--- config.mk ---
export PLATFORM = sky130hd
export DESIGN_NAME = shift_streamer_arbiter_flat
export DESIGN_NICKNAME = d
export VERILOG_FILES = /design/src/rtl/shift_streamer_arbiter.sv /design/src/rtl/shift_streamer_arbiter_if.sv /design/src/flat_wrapper.sv
export SDC_FILE = /design/constraint.sdc
export NUM_CORES = 1
export LEC_CHECK = 0
export CAP_MARGIN = 0
export CORE_UTILIZATION = 31
export DETAILED_ROUTE_END_ITERATION = 7
export PLACE_DENSITY_LB_ADDON = 0.08
export SLEW_MARGIN = 10
export SYNTH_ARGS = -nofsm -noshare
export SYNTH_HDL_FRONTEND = slang
export SYNTH_SLANG_ARGS = --single-unit
--- constraint.sdc ---
create_clock -name clk -period 1.9 [get_ports clk]
set_input_delay 0.475 -clock clk [delete_from_list [all_inputs] [get_ports clk]]
set_output_delay 0.475 -clock clk [all_outputs]
set_load 0.05 [all_outputs]
--- src/rtl/shift_streamer_arbiter.sv ---
// shift_streamer_arbiter: shares one shift_streamer between req0 (BPC) and req1 (ZRLE) producers,
// granting bursts of up to MAX_BURST beats, and sequences the end-of-stream flush.
// Ports: clk - clock; rst - synchronous active-high reset;
//        bus - shift_streamer_arbiter_if.slave (producer channels in, streamer channel out,
//              flush_req/idle in, flush/done/grant/busy out).
// Config: define SS_ARB_FIXED_PRIO_EN to make req0 always win contention (req1 can starve);
//         default is round-robin.
package ebpc_pkg;
   localparam int DATA_W = 8;
endpackage

module shift_streamer_arbiter
   import ebpc_pkg::*;
#(
   parameter int MAX_BURST = 8
) (
   input logic clk,
   input logic rst,
   shift_streamer_arbiter_if.slave bus
);
   localparam int SW = $clog2(DATA_W + 1);
   localparam int CW = $clog2(MAX_BURST + 1);
   typedef enum logic [1:0] {ARB, BUSY, FLUSH, DONE} state_t;
   state_t state;
   logic [1:0] gnt;
   logic [CW-1:0] beat_cnt;
   logic rr_ptr, rr_vld, flush_pend;
   logic sel1, live, beat, last, pick1;
   always_comb begin
      sel1 = gnt[1];
      live = !rst && state == BUSY;
      beat = state == BUSY && (sel1 ? bus.vld1 : bus.vld0) && bus.rdy;
      last = sel1 ? bus.last1 : bus.last0;
`ifdef SS_ARB_FIXED_PRIO_EN
      pick1 = bus.vld1 && !bus.vld0;
`else
      // rr_vld stays low until the first burst ends, so req0 wins the first contention after reset
      pick1 = bus.vld1 && (!bus.vld0 || (rr_vld && !rr_ptr));
`endif
   end
   // Outputs are forced low while rst is high so nothing leaks to the streamer during reset
   assign bus.data = live ? (sel1 ? bus.data1 : bus.data0) : '0;
   assign bus.shift = live ? (sel1 ? bus.shift1 : bus.shift0) : '0;
   assign bus.vld = live && (sel1 ? bus.vld1 : bus.vld0);
   assign bus.rdy0 = live && !sel1 && bus.rdy;
   assign bus.rdy1 = live && sel1 && bus.rdy;
   assign bus.grant = rst ? 2'b00 : gnt;
   assign bus.flush = !rst && state == FLUSH;
   assign bus.done = !rst && state == DONE;
   assign bus.busy = !rst && !(state == ARB && !flush_pend);
   always_ff @(posedge clk) begin
      if (rst) begin
         state <= ARB;
         gnt <= 2'b00;
         beat_cnt <= '0;
         rr_ptr <= 1'b0;
         rr_vld <= 1'b0;
         flush_pend <= 1'b0;
      end else begin
         // ARB with a pending flush always moves to FLUSH, which is where the pending bit is consumed
         flush_pend <= bus.flush_req || (flush_pend && state != ARB);
         case (state)
            ARB:
               if (flush_pend) state <= FLUSH;
               else if (bus.vld0 || bus.vld1) begin
                  state <= BUSY;
                  gnt <= pick1 ? 2'b10 : 2'b01;
               end
            BUSY:
               if (beat) begin
                  if (last || beat_cnt == CW'(MAX_BURST - 1)) begin
                     state <= ARB;
                     gnt <= 2'b00;
                     beat_cnt <= '0;
                     rr_ptr <= sel1;
                     rr_vld <= 1'b1;
                  end else beat_cnt <= beat_cnt + 1'b1;
               end
            FLUSH: state <= bus.idle ? DONE : FLUSH;
            DONE: state <= ARB;
         endcase
      end
   end
   always_ff @(posedge clk) begin
      if (!rst && bus.vld0) assert (bus.shift0 <= SW'(DATA_W)) else $warning("shift0 exceeds DATA_W");
      if (!rst && bus.vld1) assert (bus.shift1 <= SW'(DATA_W)) else $warning("shift1 exceeds DATA_W");
   end
endmodule

--- src/rtl/shift_streamer_arbiter_if.sv ---
// shift_streamer_arbiter_if: bundles the two producer channels, the streamer-side channel and status.
// Ports (signals): data0/shift0/last0/vld0/rdy0 - req0 (BPC coder) packet channel
//                  data1/shift1/last1/vld1/rdy1 - req1 (ZRLE coder) packet channel
//                  data/shift/vld/rdy           - streamer data_i/shift_i/vld_i and its rdy_o
//                  flush_req/flush/idle/done    - end-of-stream flush handshake
//                  grant/busy                   - arbitration status
// Modports: master = producers + streamer side, slave = arbiter side.
interface shift_streamer_arbiter_if #(
   parameter int DATA_W = 8,
   parameter int SW = $clog2(DATA_W + 1)
);
   logic [2*DATA_W-1:0] data0, data1, data;
   logic [SW-1:0] shift0, shift1, shift;
   logic last0, last1, vld0, vld1, rdy0, rdy1;
   logic flush_req, vld, rdy, flush, idle, busy, done;
   logic [1:0] grant;
   modport master (
      output data0, shift0, last0, vld0, data1, shift1, last1, vld1, flush_req, rdy, idle,
      input rdy0, rdy1, data, shift, vld, flush, grant, busy, done
   );
   modport slave (
      input data0, shift0, last0, vld0, data1, shift1, last1, vld1, flush_req, rdy, idle,
      output rdy0, rdy1, data, shift, vld, flush, grant, busy, done
   );
endinterface

--- src/flat_wrapper.sv ---
// flat-port wrapper written by rule: the top's interface ports become plain ports
module shift_streamer_arbiter_flat import ebpc_pkg::*;
#(
   parameter int MAX_BURST = 8
)
  (clk, rst, bus_data0, bus_shift0, bus_last0, bus_vld0, bus_data1, bus_shift1, bus_last1, bus_vld1, bus_flush_req, bus_rdy, bus_idle, bus_rdy0, bus_rdy1, bus_data, bus_shift, bus_vld, bus_flush, bus_grant, bus_busy, bus_done);
  shift_streamer_arbiter_if #(.DATA_W((DATA_W))) bus_i ();
  input logic clk;
  input logic rst;
  input wire logic [$bits(bus_i.data0)-1:0] bus_data0;
  input wire logic [$bits(bus_i.shift0)-1:0] bus_shift0;
  input wire logic [$bits(bus_i.last0)-1:0] bus_last0;
  input wire logic [$bits(bus_i.vld0)-1:0] bus_vld0;
  input wire logic [$bits(bus_i.data1)-1:0] bus_data1;
  input wire logic [$bits(bus_i.shift1)-1:0] bus_shift1;
  input wire logic [$bits(bus_i.last1)-1:0] bus_last1;
  input wire logic [$bits(bus_i.vld1)-1:0] bus_vld1;
  input wire logic [$bits(bus_i.flush_req)-1:0] bus_flush_req;
  input wire logic [$bits(bus_i.rdy)-1:0] bus_rdy;
  input wire logic [$bits(bus_i.idle)-1:0] bus_idle;
  output wire logic [$bits(bus_i.rdy0)-1:0] bus_rdy0;
  output wire logic [$bits(bus_i.rdy1)-1:0] bus_rdy1;
  output wire logic [$bits(bus_i.data)-1:0] bus_data;
  output wire logic [$bits(bus_i.shift)-1:0] bus_shift;
  output wire logic [$bits(bus_i.vld)-1:0] bus_vld;
  output wire logic [$bits(bus_i.flush)-1:0] bus_flush;
  output wire logic [$bits(bus_i.grant)-1:0] bus_grant;
  output wire logic [$bits(bus_i.busy)-1:0] bus_busy;
  output wire logic [$bits(bus_i.done)-1:0] bus_done;
  assign bus_i.data0 = bus_data0;
  assign bus_i.shift0 = bus_shift0;
  assign bus_i.last0 = bus_last0;
  assign bus_i.vld0 = bus_vld0;
  assign bus_i.data1 = bus_data1;
  assign bus_i.shift1 = bus_shift1;
  assign bus_i.last1 = bus_last1;
  assign bus_i.vld1 = bus_vld1;
  assign bus_i.flush_req = bus_flush_req;
  assign bus_i.rdy = bus_rdy;
  assign bus_i.idle = bus_idle;
  assign bus_rdy0 = bus_i.rdy0;
  assign bus_rdy1 = bus_i.rdy1;
  assign bus_data = bus_i.data;
  assign bus_shift = bus_i.shift;
  assign bus_vld = bus_i.vld;
  assign bus_flush = bus_i.flush;
  assign bus_grant = bus_i.grant;
  assign bus_busy = bus_i.busy;
  assign bus_done = bus_i.done;
  shift_streamer_arbiter #(.MAX_BURST(MAX_BURST)) u_core (.clk(clk), .rst(rst), .bus(bus_i));
endmodule
Word level (Yosys, flattened, before mapping)
Index checks and enable logic that the tools add are counted.
W data, S select, Z words.
{ "totals": {"latch_bits": 0, "memories": 0, "regBits": 11, "out_inout_bits": 28, "elab_cells": 66, "mem_bits_ro": 0, "mem_bits_rw": 0} }
{ "classes": {"n_mux": 18, "multipliers": 0, "bitwise_logic": 0, "eq_ne": 9, "order_cmp": 0, "reduce_logical": 32, "add_sub_neg": 1, "shift": 0, "div": 0} }
{ "op_table": {"columns": ["operator", "count"], "rows": [
  ["$mux W16", 2],
  ["$mux W2", 8],
  ["$logic_and A1 B1 Y1", 15],
  ["$mux W4", 3],
  ["$pmux W2 S4", 1],
  ["$logic_not A1 Y1", 6],
  ["$ne A2 B2 Y1 const B", 3],
  ["$reduce_and A3 Y1", 2],
  ["$reduce_and A5 Y1", 1],
  ["$add A4 B1 Y4 const B", 1],
  ["$eq A2 B2 Y1 const B", 2],
  ["$eq A4 B3 Y1 const B", 1],
  ["$logic_or A1 B1 Y1", 4],
  ["$pmux W2 S2", 1],
  ["$reduce_bool A2 Y1", 2],
  ["$mux W1", 3],
  ["$ne A3 B2 Y1 const B", 1],
  ["$eq A2 B1 Y1 const B", 1],
  ["$logic_not A2 Y1", 1],
  ["$ne A2 B1 Y1 const B", 1],
  ["$reduce_and A2 Y1", 1]
]} }

Longest topological paths before layout
{ "depth": {"word_depth": 8, "depth_mapped": 4, "depth_no_buf": 4} }

Worst setup path after synthesis
No wires, ideal clock.
{ "synth_path": {"path_kind": "input port to output port", "start": "input port rst", "end": "output port bus_done", "arrival_time_ps": 2017, "n_path_buf": 2, "setup_slack_ps": -592, "path_stages": 3, "required_ps": 1425, "cell_sequence": "clkbuf_1 clkbuf_1 nor3b_1"} }
{ "synth_between": {"elab_chain_len": 2} }
{ "synth_lines": {"columns": ["element", "line_no", "rtl"], "rows": [
  ["from (decl)", "flat_wrapper.sv:9", "input logic rst;"],
  ["$logic_not A1 Y1", "shift_streamer_arbiter.sv:49", "assign bus.done = !rst && state == DONE;"],
  ["$logic_and A1 B1 Y1", "shift_streamer_arbiter.sv:49", null],
  ["to (decl)", "flat_wrapper.sv:29", "output wire logic [$bits(bus_i.done)-1:0] bus_done;"]
]} }
Every way passes these cells.

Final worst setup path
{ "layout_path": {"start": "input port rst", "end": "output port bus_data[10]"} }
{ "layout_between": {"elab_chain_len": 3} }
{ "layout_lines": {"columns": ["element", "line_no", "rtl"], "rows": [
  ["$logic_not A1 Y1", "shift_streamer_arbiter.sv:31", "live = !rst && state == BUSY;"],
  ["$logic_and A1 B1 Y1", "shift_streamer_arbiter.sv:31", null],
  ["$mux W16", "shift_streamer_arbiter.sv:42", "assign bus.data = live ? (sel1 ? bus.data1 : bus.data0) : '0;"],
  ["to (decl)", "flat_wrapper.sv:23", "output wire logic [$bits(bus_i.data)-1:0] bus_data;"]
]} }
Every way passes these cells.

==> impl_metrics.env <==
export IMPL_drive_gt1_share_pct=43.1
export IMPL_min_path_type="flop to flop"
export IMPL_async_flop_share_pct=0
export IMPL_ys_seq_area_share_pct=25.4
export IMPL_synth_flop_cell="dfxtp_1"
export IMPL_synth_edff_count=0
export IMPL_vdd_ir_drop_max_mv=0.699
export IMPL_finalClockSkew_ps=3.35
export IMPL_grt_setup_unrepaired="yes"
export IMPL_dpl_cell_count=218
export IMPL_fin_ws_ps=-129
export IMPL_cts_sinks=11
export IMPL_port_buffers=76
export IMPL_grtUsageMet2_pct=66.3
export IMPL_ios=77
export IMPL_gr_usage_all_layers_pct=34.2
export IMPL_cts_htree_levels=1
export IMPL_layout_commonest_cell="clkdlybuf4s50_1"
export IMPL_synthToLayoutAreaGrowth_pct=165
export IMPL_maxCapViolCount=0
export IMPL_cp_arrival_ps=1550
export IMPL_failed_checks="negative setup slack"
export IMPL_cts_tree="done"
export IMPL_worstMarginPinSlew_ps=307
export IMPL_gp_congestion=0.826
export IMPL_start_util_pct=33.8
export IMPL_clock_latency_ps=280
export IMPL_cts_root_buffer="clkbuf_4"
export IMPL_setup_viol_count_final=24
export IMPL_layout_nets=248
export IMPL_tns_ps=-2040
export IMPL_synth_distinct_cells=37
export IMPL_drc_errors=0
export IMPL_required_ps=1420
export IMPL_relSlewSlack_pct=79.5
export IMPL_syn_inst=106
export IMPL_critical_path_peak_fanout=5
export IMPL_leakage_nw=0.939
export IMPL_wire_per_inst_um=22.8
export IMPL_worstSetupPathType="primary input to output port"
export IMPL_fin_area_um2=2300
export IMPL_core_um2=2570
export IMPL_slew_viol_final=0
export IMPL_dp_hpwl_um=3210
export IMPL_final_core_util_pct=89.6
export IMPL_gr_total_overflow=0
export IMPL_antenna_found_initial=0
export IMPL_pwr_density_cell_nw_per_um2=526
export IMPL_drtPass1Iterations=4
export IMPL_fin_total_pwr_mw=1.21
export IMPL_outcome="finished, violations left"
export IMPL_layoutNonFillerInstCount=227
export IMPL_drt_iter0_markers=33
export IMPL_fin_crit_ps=2030
export IMPL_synth_seq_cells=11
export IMPL_cts_made_buffers=3
export IMPL_drt_wl_total_um=5170
export IMPL_clk_pin_slew_ps=80
export IMPL_whs_ps=453
export IMPL_routed_via_density=5.80
export IMPL_critPathLaunchType="primary input"
export IMPL_drtAntennaViolNets=0
export IMPL_met3_usage_pct=6.67
export IMPL_grt_start_max_net_pins=22
export IMPL_clock_tree_buffer_depth=2
export IMPL_floorplan_rows=18
export IMPL_dpl_instance_area_um2=2080
export IMPL_hold_viol=0
export IMPL_fp_dieH_um=54.9
export IMPL_grt_pass1_vias=1331
export IMPL_final_cell_mix="clkdlybuf4s50_1, buf_12, buf_4"
export IMPL_syn_avg_cell_area_um2=8.18
export IMPL_netlist_area_um2=867
export IMPL_busiest_layer="met2"
export IMPL_yosys_warnings=0
export IMPL_syn_nets=156
export IMPL_endpoint_kind="output port"
export IMPL_fp_dieW_um=54.9
export IMPL_vias=1317
export IMPL_grt_pass1_wl_um=6920
export IMPL_dp_slack_ps=-447
export IMPL_timing_fmax_ghz=0.493
export IMPL_use_met1_pct=33.9
export IMPL_antenna_cells=0
export IMPL_period_share_pct=107
export IMPL_dieArea_um2=3010
[routing by layer]
layer,up-vias,share of wire [%]
met5,-,0
met4,0,5.3
met1,626,35
met2,76,54
li1,593,-
met3,22,5.7
[worst max-delay path, stage by stage]
cell     delay, ps
buf_2          140
nor4b_4        340
buf_4          180
buf_6          130
a22o_4         150
buf_12         130
[synth_stat cells (all sizes together), types with 2 or more instances]
master	count	share of area, %
a22o	20	20
dfxtp	11	25
inv	8	3.5
nand2b	7	5.1
buf	4	2.3
clkbuf	4	1.7
nor2	4	1.7
o21ai	4	2.3
a21oi	3	1.7
mux2i	3	3.5
nor2b	3	2.2
nor3	3	1.7
a211oi	2	2.3
and2	2	1.4
nand2	2	0.87
nand3b	2	1.7
nand4	2	1.4
o221ai	2	2.0
o32ai	2	2.0
or3	2	1.4
[kinds of logic after synthesis]
| kind of cell | Yosys count | share of synthesized area, % |
|---|---|---|
| AO/OA/AOI/OAI | 41 | 38.1 |
| adder cells (fa/ha/maj) | 1 | 1.44 |
| buffers and inverters | 16 | 7.50 |
| flip-flops | 11 | 25.4 |
| multiplexers | 4 | 4.76 |
| AND/OR/NAND/NOR | 33 | 22.8 |
[cell type report]
type,instances,area [um2]
inverter,8,30.0
sequential,11,228
clock buffer,4,26.3
multi-input combinational,79,779
timing repair buffer,95,1200
fill,117,268
tap,30,37.5
[sequential cells by signal, indices dropped and copies added, names as in the netlist]
register,cells
u_core.beat_cnt,4
u_core.gnt,2
u_core.state,2
u_core.flush_pend,1
u_core.rr_ptr,1
u_core.rr_vld,1
[final timing paths]
path / startpoint / endpoint / slack (ps) / depth (start not counted)
hold reg to reg: u_core.rr_vld / u_core.rr_vld / 450 / 2
setup / recovery: rst / bus_data[10] / -130 / 6
setup reg to reg: u_core.gnt[1] / u_core.beat_cnt[1] / 290 / 6
hold / removal: u_core.rr_vld / u_core.rr_vld / 450 / 2
[power breakdown]
group,switching (mW),leakage (nW),internal [mW]
clock network,0.0905,0.0150,0.0815
registers,0.0198,0.0910,0.249
logic,0.366,0.833,0.403
[what timing repair did]
| item | in CTS | in global routing |
|---|---|---|
| endpoints found under the setup margin | 28 | 25 |
| setup buffers | 3 | 0 |
| hold buffers | 0 | 0 |
| cloned | 3 | 0 |
| pin swaps | 13 | 1 |
| gates resized for setup | 27 | 9 |
Note: power is estimated with default switching activity, not from simulation.
